--- config.mk ---
export PLATFORM = sky130hd
export DESIGN_NAME = run_pattern_tx
export DESIGN_NICKNAME = d
export VERILOG_FILES = /design/src/rtl/run_pattern_tx.sv
export SDC_FILE = /design/constraint.sdc
export NUM_CORES = 1
export LEC_CHECK = 0
export ABC_CLOCK_PERIOD_IN_PS = 2900
export CAP_MARGIN = 10
export CORE_UTILIZATION = 45
export DETAILED_ROUTE_END_ITERATION = 16
export PLACE_DENSITY = 0.61
export SYNTH_ARGS = -nofsm -noshare
export SYNTH_HDL_FRONTEND = slang
export SYNTH_SLANG_ARGS = --single-unit
--- constraint.sdc ---
create_clock -name clk -period 2.9 [get_ports clk]
set_clock_uncertainty 0.05 [all_clocks]
set_input_delay 0.58 -clock clk [delete_from_list [all_inputs] [get_ports clk]]
set_output_delay 0.58 -clock clk [all_outputs]
set_load 0.05 [all_outputs]
--- src/rtl/run_pattern_tx.sv ---
// Serial run-length pattern transmitter: queued {bit, len} commands become back-to-back runs on `out`.
// Define RUN_TX_GUARD_EN to append one opposite-polarity guard bit after every non-zero run.
module run_pattern_tx #(
  parameter int DEPTH = 4,
  parameter int LEN_W = 4
) (
  input  logic             clk,
  input  logic             nRESET,
  input  logic             cmd_valid,
  output logic             cmd_ready,
  input  logic             cmd_bit,
  input  logic [LEN_W-1:0] cmd_len,
  output logic             out,
  output logic             out_valid,
  output logic             busy,
  output logic             done
);

  localparam int PTR_W = (DEPTH > 1) ? $clog2(DEPTH) : 1;
  localparam logic [PTR_W:0] FULL_COUNT = (PTR_W+1)'(DEPTH);

`ifdef RUN_TX_GUARD_EN
  typedef enum logic [1:0] {IDLE, RUN, GUARD} TxState;
`else
  typedef enum logic [1:0] {IDLE, RUN} TxState;
`endif

  logic             bitMem [DEPTH];
  logic [LEN_W-1:0] lenMem [DEPTH];
  logic [PTR_W-1:0] wrPtr, rdPtr;
  logic [PTR_W:0]   count;
  logic             push, pop, fetch;
  logic             headBit;
  logic [LEN_W-1:0] headLen;

  TxState           state, stateNext;
  logic [LEN_W-1:0] remaining, remNext;
  logic             curBit, curBitNext;
  logic             outNext, outValidNext, doneNext;

  // cmd_ready is gated by reset so nothing is accepted while nRESET is low.
  assign cmd_ready = nRESET && (count != FULL_COUNT);
  assign push      = cmd_valid && cmd_ready;
  assign headBit   = bitMem[rdPtr];
  assign headLen   = lenMem[rdPtr];
  assign busy      = (state != IDLE) || (count != '0);

  always_ff @(posedge clk) begin
    if (push) begin
      bitMem[wrPtr] <= cmd_bit;
      lenMem[wrPtr] <= cmd_len;
    end
  end

  always_ff @(posedge clk) begin
    if (!nRESET) begin
      wrPtr <= '0;
      rdPtr <= '0;
      count <= '0;
    end else begin
      if (push) wrPtr <= wrPtr + PTR_W'(1);
      if (pop)  rdPtr <= rdPtr + PTR_W'(1);
      if (push && !pop)      count <= count + (PTR_W+1)'(1);
      else if (!push && pop) count <= count - (PTR_W+1)'(1);
    end
  end

  // Outputs are registered from next-state values, so a popped run shows its first bit right after the pop edge.
  always_comb begin
    stateNext    = state;
    remNext      = remaining;
    curBitNext   = curBit;
    outNext      = 1'b0;
    outValidNext = 1'b0;
    doneNext     = 1'b0;
    pop          = 1'b0;
    fetch        = 1'b0;
    case (state)
      IDLE: fetch = 1'b1;
      RUN: begin
        if (remaining != LEN_W'(1)) begin
          remNext      = remaining - LEN_W'(1);
          outNext      = curBit;
          outValidNext = 1'b1;
          doneNext     = (remaining == LEN_W'(2));
        end else begin
`ifdef RUN_TX_GUARD_EN
          stateNext    = GUARD;
          outNext      = ~curBit;
          outValidNext = 1'b1;
`else
          fetch = 1'b1;
`endif
        end
      end
`ifdef RUN_TX_GUARD_EN
      GUARD: fetch = 1'b1;
`endif
      default: stateNext = IDLE;
    endcase
    // Zero-length commands are popped and dropped, leaving one idle cycle.
    if (fetch) begin
      stateNext = IDLE;
      if (count != '0) begin
        pop = 1'b1;
        if (headLen != '0) begin
          stateNext    = RUN;
          remNext      = headLen;
          curBitNext   = headBit;
          outNext      = headBit;
          outValidNext = 1'b1;
          doneNext     = (headLen == LEN_W'(1));
        end
      end
    end
  end

  always_ff @(posedge clk) begin
    if (!nRESET) begin
      state     <= IDLE;
      remaining <= '0;
      curBit    <= 1'b0;
      out       <= 1'b0;
      out_valid <= 1'b0;
      done      <= 1'b0;
    end else begin
      state     <= stateNext;
      remaining <= remNext;
      curBit    <= curBitNext;
      out       <= outNext;
      out_valid <= outValidNext;
      done      <= doneNext;
    end
  end

endmodule

# Word level (Yosys, flattened, before mapping)
# Memory sizes are Yosys's and may differ from the RTL's. A register that Yosys moved wholly into a read port is not among the register bits.
# Index checks and enable logic that the tools add are counted.
[word_totals] regBits=17 latch_bits=0 ram_bits=20 romBits=0 output_inout_bits=5 n_memories=2
[mem_list] name="lenMem" depth=4 width=4 rd=1 rd_ports_with_merged_regs=1 write_ports=1 line_no="29" text="logic [LEN_W-1:0] lenMem [DEPTH];"
[mem_list] name="bitMem" depth=4 width=1 rd=1 rd_ports_with_merged_regs=1 write_ports=1 line_no="28" text="logic bitMem [DEPTH];"
[op_classes] add_sub_neg=5 mul=0 div=0 order_cmp=0 n_eq_ne=6 shifts=0 muxes=36 bitwise=0 n_reduce_logical=14
[ops] cell="two-way mux 1 bit" n=22
[ops] cell="two-way mux 4 bit" n=5
[ops] cell="two-way mux 2 bit" n=6
[ops] cell="two-way mux 3 bit" n=2
[ops] cell="adder 2 x 1 -> 2 bit (second input constant)" n=2
[ops] cell="== test 4 x 1 -> 1 bit (second input constant)" n=1
[ops] cell="== test 4 x 2 -> 1 bit (second input constant)" n=1
[ops] cell="logical AND 1 bit" n=4
[ops] cell="!= test 4 x 1 -> 1 bit (second input constant)" n=1
[ops] cell="nonzero test 2 bit" n=2
[ops] cell="nonzero test 4 bit" n=1
[ops] cell="subtractor 4 x 1 -> 4 bit (second input constant)" n=1
[ops] cell="adder 3 x 1 -> 3 bit (second input constant)" n=1
[ops] cell="!= test 3 bit (second input constant)" n=1
[ops] cell="AND reduction 3 bit" n=1
[ops] cell="nonzero test 3 bit" n=1
[ops] cell="subtractor 3 x 1 -> 3 bit (second input constant)" n=1
[ops] cell="== test 2 x 1 -> 1 bit (second input constant)" n=1
[ops] cell="logical NOT 1 bit" n=2
[ops] cell="logical NOT 2 bit" n=1
[ops] cell="!= test 2 x 1 -> 1 bit (second input constant)" n=1
[ops] cell="one-hot mux 1 bit (2 select lines)" n=1
[ops] cell="OR reduction 2 bit" n=1
[ops] cell="logical OR 1 bit" n=1

# Logic depth before layout (Yosys ltp)
# Gate-level depths: netlist (run 1).
[depth] word_depth=7 depth_mapped=11

# Least setup slack after synthesis (run 1)
# OpenSTA, ideal clock, no wires.
[synth_timing] kind="flip-flop to flip-flop" from="register remaining[1]" to="register count[2]" setup_time_ps=76 arrival_time_ps=2301 t_required_ps=2774 slack_ps=474 stages_incl_launch_ff=12 path_buffers=0 synth_period_minus_slack_ps=2426 path_cell_list="dfxtp_1 inv_1 ha_1 or3b_2 a21oi_2 inv_1 ha_1 inv_1 fa_1 xor2_1 or3_1 a21boi_0"
[synth_between] elab_chain_cells=7 word_cells_on_any_way=9 classes_between="1 x eq/ne; 4 x mux; 4 x reduce/logical"
[synth_rtl] item="start, declared" line_no="37" text="logic [LEN_W-1:0] remaining, remNext;"
[synth_rtl] item="start signal, assigned" line_no="128" text="remaining <= remNext;"
[synth_rtl] item="!= test 4 x 1 -> 1 bit (*)" line_no="81" text="if (remaining != LEN_W'(1)) begin"
[synth_rtl] item="two-way mux 1 bit (*)" line_no="81"
[synth_rtl] item="one-hot mux 1 bit (2 select lines) (*)" line_no="78" text="case (state)"
[synth_rtl] item="two-way mux 1 bit (*)" line_no="102" text="if (fetch) begin"
[synth_rtl] item="logical NOT 1 bit" line_no="63" text="if (push && !pop) count <= count + (PTR_W+1)'(1);"
[synth_rtl] item="logical AND 1 bit" line_no="63"
[synth_rtl] item="two-way mux 3 bit / nonzero test 2 bit (equally long branches)"
[synth_rtl] item="end signal, assigned" line_no="63"
[synth_rtl] item="end signal, assigned" line_no="64" text="else if (!push && pop) count <= count - (PTR_W+1)'(1);"
[synth_rtl] item="end, declared" line_no="31" text="logic [PTR_W:0] count;"
# Mark *: on every way between the ends. The rest lies on a longest branch, timed or not.
# A chain may end at the register's enable or synchronous reset.

# Worst setup path after layout (run 1)
[layout_timing] from="register count[0]" to="output port busy"
[layout_between] elab_chain_cells=2
[layout_rtl] item="nonzero test 3 bit" line_no="46" text="assign busy = (state != IDLE) || (count != '0);"
[layout_rtl] item="logical OR 1 bit" line_no="46"
[layout_rtl] item="end, declared" line_no="15" text="output logic busy,"
# No other way between the ends.

==> results of run 1 <==
cells by family (layout without fill, tap and decap cells):
group	count (synthesis)	count (layout)	share of synthesized area, %
XOR/XNOR	6	6	3.12
AND/OR/NAND/NOR	29	29	10.3
AO/OA/AOI/OAI	24	24	11.1
multiplexers	7	7	8.56
flip-flops	38	38	57.1
buffers and inverters	10	30	2.68
adder cells (fa/ha/maj)	9	9	7.14
path summary, 6_finish.rpt:
check                                   from       end  slack [ps]  depth (start not counted)
worst max-delay path                count[0]      busy         410                          3
worst min-delay path                  curBit    curBit         420                          2
worst max register to register  remaining[1]  count[2]         510                         11
worst min register to register        curBit    curBit         420                          2
placed cells by master (no fill, tap or decap), types with 2 or more instances in the layout:
cell / instances
nand2_1: 5
o2bb2ai_1: 2
mux4_2: 2
xor2_1: 2
or3_1: 2
clkbuf_8: 5
clkdlybuf4s50_1: 11
a32o_1: 2
ha_1: 8
nor2b_1: 2
dfxtp_1: 18
nor3_1: 2
xnor2_1: 4
o21ai_0: 3
mux2i_1: 2
edfxtp_1: 20
o21a_1: 2
mux4_1: 3
nor2_1: 2
inv_1: 7
o21ai_1: 2
buf_4: 3
a21boi_0: 5
and2_1: 8
critical path, delay by kind of cell (launching register included):
family | cells | cell delay, ps
flip-flops | 1 | 380
AND/OR/NAND/NOR | 2 | 490
buffers and inverters | 1 | 700
power groups by stage:
| stage | clock network (µW) | registers [µW] | logic [µW] |
|---|---|---|---|
| 3_5_place_dp | 0 | 767 | 705 |
| 6_report | 335 | 753 | 699 |
| 2_1_floorplan | 0 | 784 | 496 |
| 4_1_cts | 345 | 755 | 708 |
| 5_1_grt | 371 | 770 | 771 |
| 3_3_place_gp | 0 | 763 | 683 |
metal layers:
| metal | wire, µm | up-vias |
|---|---|---|
| met5 | 0 | - |
| met4 | 53 | 0 |
| met3 | 65 | 6 |
| met2 | 1320 | 11 |
| met1 | 1220 | 471 |
| li1 | - | 496 |
cell type report:
cell class                      count  area (µm²)  share of cell area [%]
Inverter                            7        26.3                    1.34
Sequential cell                    38         961                    49.2
Clock buffer                        6        72.6                    3.71
Tap cell                           46        57.6                    2.94
Multi-Input combinational cell     75         676                    34.6
Clock inverter                      2        8.76                   0.448
Timing Repair Buffer               15         153                    7.81
registers in the layout, indices dropped and copies added (netlist names), named ones only:
| register | cells |
|---|---|
| state | 1 |
| lenMem | 16 |
| count | 3 |
| out | 1 |
| out_valid | 1 |
| rdPtr | 2 |
| bitMem | 4 |
| wrPtr | 2 |
| remaining | 4 |
| curBit | 1 |
| done | 1 |
per-stage QoR:
stage	area [µm²]	setup WS [ps]
floorplan	1680	474
global placement	1870	332
detailed placement	1870	223
CTS	1950	372
global route	1950	308
finish	1950	410
==> impl_results.md, run 1 <==
* Final TNS setup at 0 ps
* Top post-synthesis cells by area: edfxtp_1, dfxtp_1, ha_1
* Pwr Total at 1790 µW
* Leak pwr at 0.000717 µW
* P_sw at 633 µW
* Antenna diode count at 0
* #FFs+latches synth at 38
* Pins over their slew limit at 0
* Worst-Margin Slew at 492 ps
* Setup repair after global routing missed its margin: false
* Crit-path max cell delay at 700 ps
* PD cells at 915 nW/µm²
* Nets at 159
* Routed WL per cell at 14.1 µm
* Final std cells w/o fill at 189
* Util after Layout at 56.3%
* Setup Buffers After CTS at 0
* Most numerous cell in the Yosys netlist: edfxtp_1
* Largest net degree at the start of global routing at 21
* Sw Share at 35.4%
* Antenna violations before repair at 0
* Worst Path Arrival at 1860 ps
* Seq/Total Area, Yosys at 57.1%
* Synth Instances at 123
* Core area at 3470 µm²
* Logic pwr share at 39.1%
* Fillers at 302
* Async SR Flop Fraction at 0%
* Post-synth EDFFs at 20
* Hold Fails Final Rpt at 0
* Worst-Skew Late Latency at 280 ps
* DRC Markers at 0
* Gpl congestion at 0.732
* Met1 Track Usage GR at 18.1%
* CP cell instances: nor3_1 > nand2b_1 > clkdlybuf4s50_1
* Final setup fails at 0
* Slowest cell on crit path: clkdlybuf4s50_1
* Total clock sinks at 38
* CTS clk-pin slew, worst paths at 70 ps
* Total GRT Usage at 16.1%
* Status: complete, no violations
* Worst hold margin at 418 ps
* Min Tclk post-route at 2490 ps
* Max FO, Critical Path at 6
* Routed via count at 984
* Root Buffer: clkbuf_8
* Full die area at 3990 µm²
* Final period util at 85.9%
* Relative slew slack at 67.1%
* Clock Tree Buf Depth at 2
* CTS tree: done
* Drt pass-1 iters at 4
* Syn Nets at 140
* Crit Path Class: reg2out
* Post-synth top area share at 35.7%
* CP Data Required Time at 2270 ps
* Antenna Nets Post-Route at 0
* Starting density of the core at 48.5%
* Grt total ovfl at 0
* Die width at 63.1 µm
* First-pass GRT wire length at 4660 µm
* Mapped cell area at 1680 µm²
* Peak supply drop at 0.000417 V
* Startpoint types: register
* Top_reg_cell synth: edfxtp_1
* CP Capture Type: primary output
* Yosys top cell by area: edfxtp_1
* Mapped Avg Cell Area at 13.7 µm²
* Worst hold path class: reg2reg
* Commonest cells in the netlist: edfxtp_1, dfxtp_1, and2_1, ha_1, inv_1
* Area delta synth->final at 16.2%
* CTS buffer count at 5
* Cts hold-fix bufs at 0
* M3 GR Usage at 5.43%
* Detailed Route Iter0 Violations at 19
* Row count at 21
* Detailed placer's ending HPWL at 1990 µm
* Synth unique cells at 40
* Internal power at 1150 µW
* Top Usage Layer GRT: met2
* Post-DR vias/cell at 5.21
* Clock share of power at 18.7%
* Number of port buffers at 12
* Met2 usage at 27.6%
* Synth warnings at 0
* Share of cells above drive strength 1 at 11.9%
* Peak Freq at 402 MHz
* Post-CTS sizing at 0
* Max-cap violations at 0
* Vias in the first global route at 1010
* Ports at 13
* Sequential Power Share at 42.2%
* Final wirelength at 2660 µm
* H-tree levels at 2
* Placed Instances at 181
* Die Ht at 63.1 µm
Power figures use the tool's default switching activity.
==> inputs of run 2 (changes only) <==
--- a/config.mk
+++ b/config.mk
@@ -10,6 +10,7 @@
 export CORE_UTILIZATION = 45
 export DETAILED_ROUTE_END_ITERATION = 16
 export PLACE_DENSITY = 0.61
+export RECOVER_POWER = 50
 export SYNTH_ARGS = -nofsm -noshare
 export SYNTH_HDL_FRONTEND = slang
 export SYNTH_SLANG_ARGS = --single-unit
==> constraint.sdc (replaced) <==
create_clock -name clk -period 2.9 [get_ports clk]
set_clock_uncertainty 0.05 [all_clocks]
set_input_delay 0.435 -clock clk [delete_from_list [all_inputs] [get_ports clk]]
set_output_delay 0.435 -clock clk [all_outputs]
set_load 0.05 [all_outputs]
==> impl_results.md, run 2 (synthesis gave the netlist of run 1 again) <==
* Biggest register: lenMem
* Total GRT Usage at 15.8%
* Sequential Power Share at 42.1%
* CTS tree: done
* Final wirelength at 2680 µm
* Hold Fails Final Rpt at 0
* Worst-Margin Slew at 500 ps
* Max reg flops at 16
* R2r setup slk at 480 ps
* Row count at 21
* Crit Path Class: reg2reg
* Fin area at 1940 µm²
* Worst-Skew Late Latency at 290 ps
* Full die area at 3990 µm²
* Routed WL per cell at 14.2 µm
* Most frequent cells in the layout: edfxtp_1, dfxtp_1, ha_1
* Sw Share at 35.9%
* Largest net degree at the start of global routing at 21
* Peak supply drop at 0.000386 V
* Detailed placer's ending HPWL at 1960 µm
* Starting density of the core at 48.5%
* Root Buffer: clkbuf_8
* Vias in the first global route at 1027
* Worst r2r src: remaining[1]
* Nets at 159
* CP Data Required Time at 3070 ps
* Pins over their slew limit at 0
* CP startpoint: remaining[1]
* PD cells at 921 nW/µm²
* Leak pwr at 0.000706 µW
* Antenna Nets Post-Route at 0
* Final setup fails at 0
* Ports at 13
* Total clock sinks at 38
* Commonest non-fill, non-tap cell in the layout: edfxtp_1
* Max-cap violations at 0
* Clock share of power at 19.3%
* Post-CTS sizing at 0
* P_sw at 642 µW
* Drt pass-1 iters at 4
* DRC Markers at 0
* Antenna diode count at 0
* Top flop regs: lenMem x16, bitMem x4, remaining x4
* Status: complete, no violations
* Worst Path Arrival at 2580 ps
* Startpoint types: register
* Logic pwr share at 38.5%
* Setup Buffers After CTS at 0
* Internal power at 1150 µW
* CP cell instances: inv_1 > ha_1 > or3b_2 > a21oi_2 > inv_1 > ha_1 > inv_1 > fa_1 > xor2_1 > or3_1 > a21boi_0
* Relative slew slack at 66.6%
* Area delta synth->final at 15.5%
* DP Area at 1860 µm²
* Core area at 3470 µm²
* Max FO, Critical Path at 3
* H-tree levels at 2
* Die width at 63.1 µm
* First-pass GRT wire length at 4600 µm
* Peak Freq at 414 MHz
* Cell mode on critical path: inv_1
* Fillers at 292
* Grt total ovfl at 0
* RR Endpoint: count[2]
* Worst hold path class: reg2reg
* Post-DR vias/cell at 5.20
* Final period util at 83.3%
* Final TNS setup at 0 ps
* Crit-path max cell delay at 480 ps
* Min Tclk post-route at 2420 ps
* CTS clk-pin slew, worst paths at 70 ps
* Detailed Route Iter0 Violations at 36
* Cts hold-fix bufs at 0
* Gpl congestion at 0.692
* R2r worst-path depth at 11
* Antenna violations before repair at 0
* Routed via count at 983
* Clock Tree Buf Depth at 2
* Share of cells above drive strength 1 at 11.9%
* Crit path to: count[2]
* CP Capture Type: register
* Setup repair after global routing missed its margin: false
* CTS buffer count at 5
* Number of port buffers at 12
* Util after Layout at 56.0%
* Die Ht at 63.1 µm
* Slowest cell on crit path: or3b_2
==> run 2: how the worst min path moves through the flow <==
stage / slack (ps) / from / depth (start not counted) / end
after CTS: 430 / curBit / 2 / out
after detailed placement: 410 / curBit / 2 / out
after global routing: 450 / curBit / 2 / out
after global placement: 400 / curBit / 2 / curBit
final: 420 / curBit / 2 / out
after floorplan: 390 / curBit / 2 / curBit
==> run 2: power by group through the flow <==
stage,registers (µW),logic [µW],clock network [µW]
after floorplan,784,496,0
after global placement,763,675,0
after detailed placement,767,695,0
after CTS,755,700,361
after global routing,772,761,381
final,753,689,346
==> run 2: metrics by stage <==
| stage | cells | hold slack, ps | worst slack (ps) | power, µW |
|---|---|---|---|---|
| global route | 189 | 453 | 358 | 1910 |
| floorplan | 123 | 388 | 474 | 1280 |
| CTS | 189 | 427 | 476 | 1820 |
| global placement | 181 | 400 | 477 | 1440 |
| finish | 189 | 420 | 484 | 1790 |
| detailed placement | 181 | 413 | 394 | 1460 |
==> run 2: cell type report <==
class	count	area, µm²	area share [%]
flip-flops and latches	38	961	49.5
multi-input cells	75	676	34.8
repair buffers	15	136	7.02
clock buffers	5	68.8	3.54
well taps	46	57.6	2.96
inverters	7	26.3	1.35
clock inverters	3	16.3	0.838
==> run 2: metal layers <==
layer | global-route usage (%) | routed length [µm] | vias to the layer above
met3 | 4.89 | 74 | 7
met2 | 28.6 | 1400 | 12
met1 | 16.6 | 1160 | 470
li1 | - | - | 494
met4 | 6.98 | 55 | 0
met5 | 0 | 0 | -
==> run 2: worst max-delay path: cells and delay by family, from the launching register on <==
kind	cells	cell delay, ps
XOR/XNOR	1	80
AO/OA/AOI/OAI	2	340
flip-flops	1	330
AND/OR/NAND/NOR	2	780
buffers and inverters	3	230
adder cells (fa/ha/maj)	3	520
==> inputs of run 3 (changes only) <==
--- a/config.mk
+++ b/config.mk
@@ -5,7 +5,7 @@
 export SDC_FILE = /design/constraint.sdc
 export NUM_CORES = 1
 export LEC_CHECK = 0
-export ABC_CLOCK_PERIOD_IN_PS = 2900
+export ABC_CLOCK_PERIOD_IN_PS = 2270
 export CAP_MARGIN = 10
 export CORE_UTILIZATION = 45
 export DETAILED_ROUTE_END_ITERATION = 16
==> constraint.sdc (replaced) <==
create_clock -name clk -period 2.27 [get_ports clk]
set_clock_uncertainty 0.05 [all_clocks]
set_input_delay 0.3405 -clock clk [delete_from_list [all_inputs] [get_ports clk]]
set_output_delay 0.3405 -clock clk [all_outputs]
set_load 0.05 [all_outputs]
==> impl_results.md, run 3 (synthesis gave the netlist of run 1 again) <==
* Status: complete, no violations
* Clock Tree Buf Depth at 2
* Met3 WL at 68 µm
* Full die area at 3990 µm²
* Leak pwr at 0.000747 µW
* Die Ht at 63.1 µm
* Buf/Inv on CP at 3
* CP Capture Type: register
* Max FO, Critical Path at 3
* DRC Markers at 0
* Root Buffer: clkbuf_8
* Antenna violations before repair at 0
* Setup repair after global routing missed its margin: false
* Pins over their slew limit at 0
* Top flop regs: lenMem x16, bitMem x4, remaining x4
* Met2 wire length at 1440 µm
* Worst-Skew Late Latency at 280 ps
* Final period util at 94.9%
* Cts hold-fix bufs at 0
* Area delta synth->final at 21.1%
* Top delay family on crit path: simple AND/OR/NAND/NOR gates
* Gpl congestion at 0.755
* CP Data Required Time at 2440 ps
* Die width at 63.1 µm
* Placed Instances at 186
* Peak Freq at 464 MHz
* Ports at 13
* Routed WL per cell at 14.3 µm
* Core area at 3470 µm²
* Slowest cell on crit path: or3b_4
* Relative slew slack at 67.1%
* Number of port buffers at 12
* Most frequent cells in the layout: edfxtp_1, dfxtp_1, ha_1, buf_4
* Total GRT Usage at 15.5%
* CTS tree: done
* Hold Fails Final Rpt at 0
* Row count at 21
* Share of cells above drive strength 1 at 16.8%
* Routed via count at 1008
* Worst Path Arrival at 2330 ps
* Max reg flops at 16
* Final wirelength at 2790 µm
* Met1 wire length at 1240 µm
* Fin area at 2040 µm²
* Crit-path max cell delay at 390 ps
* Biggest register: lenMem
* Grt total ovfl at 0
* CP cell instances: inv_1 > ha_1 > or3b_4 > a21oi_4 > inv_2 > ha_4 > inv_1 > fa_2 > xor2_1 > or3_1 > a21boi_1
* First-pass GRT wire length at 4470 µm
* CTS buffer count at 5
* DP Area at 1920 µm²
* Cell mode on critical path: inv_1
* PD cells at 1230 nW/µm²
* Antenna Nets Post-Route at 0
* Post-DR vias/cell at 5.17
* Nets at 165
* Top Layer Used: met4
* Detailed Route Iter0 Violations at 12
* Final setup fails at 0
* Drt pass-1 iters at 4
* Starting density of the core at 48.5%
* Final std cells w/o fill at 195
* Detailed placer's ending HPWL at 1960 µm
* Total clock sinks at 38
* Largest net degree at the start of global routing at 21
* Min Tclk post-route at 2150 ps
* Commonest non-fill, non-tap cell in the layout: edfxtp_1
* Final TNS setup at 0 ps
* Worst hold path class: reg2reg
* Antenna diode count at 0
* Startpoint types: register
* Peak supply drop at 0.000525 V
* Crit Path Class: reg2reg
* H-tree levels at 2
* Max-cap violations at 0
* Worst-Margin Slew at 492 ps
* Vias in the first global route at 993
* Pwr Total at 2500 µW
* CTS clk-pin slew, worst paths at 70 ps
run 3: layout make-up:
class,instances,area [µm²]
clock buffer,6,72.6
clock inverter,2,33.8
fill,304,1430
inverter,7,26.3
multi-input combinational,75,701
sequential,38,962
tap,46,57.6
timing repair buffer,21,184
run 3: where the power goes:
group	total (µW)	internal, µW	switching, µW
Clock	553	324	229
Combinational	999	474	525
Sequential	950	851	98.8
Total	2500	1650	852
run 3: worst reg2reg max path, delay by kind of cell (launching register included):
family          cells  cell delay, ps
simple gates        2             700
compound gates      2             260
fa+ha+maj           3             470
flops               1             330
buf+inv             3             190
xor+xnor            1              70
run 3: final timing paths:
kind              depth (start not counted)          from       end  slack (ps)
setup / recovery                         11  remaining[1]  count[2]         120
hold / removal                            2        curBit    curBit         420
hold reg to reg                           2        curBit    curBit         420
setup reg to reg                         11  remaining[1]  count[2]         120
run 3: routing by layer:
| metal | track usage [%] | up-vias |
|---|---|---|
| met2 | 27.6 | 12 |
| met5 | 0 | - |
| met1 | 16.4 | 485 |
| li1 | - | 507 |
| met4 | 6.98 | 0 |
| met3 | 5.43 | 4 |
run 3: what timing repair did:
action,in CTS,in global routing
buffers inserted,0,1
gates resized for setup,4,2
pin swaps,0,1
setup endpoints to repair,1,1
cloned,0,0
run 3: stage by stage:
stage	setup slack [ps]	utilization, %	hold WS, ps
6_report	116	58.7	420
5_1_grt	15.5	58.7	458
4_1_cts	37.6	58.5	423
3_5_place_dp	-139	55.3	410
3_3_place_gp	-40.6	55.3	401
2_1_floorplan	25.4	-	388
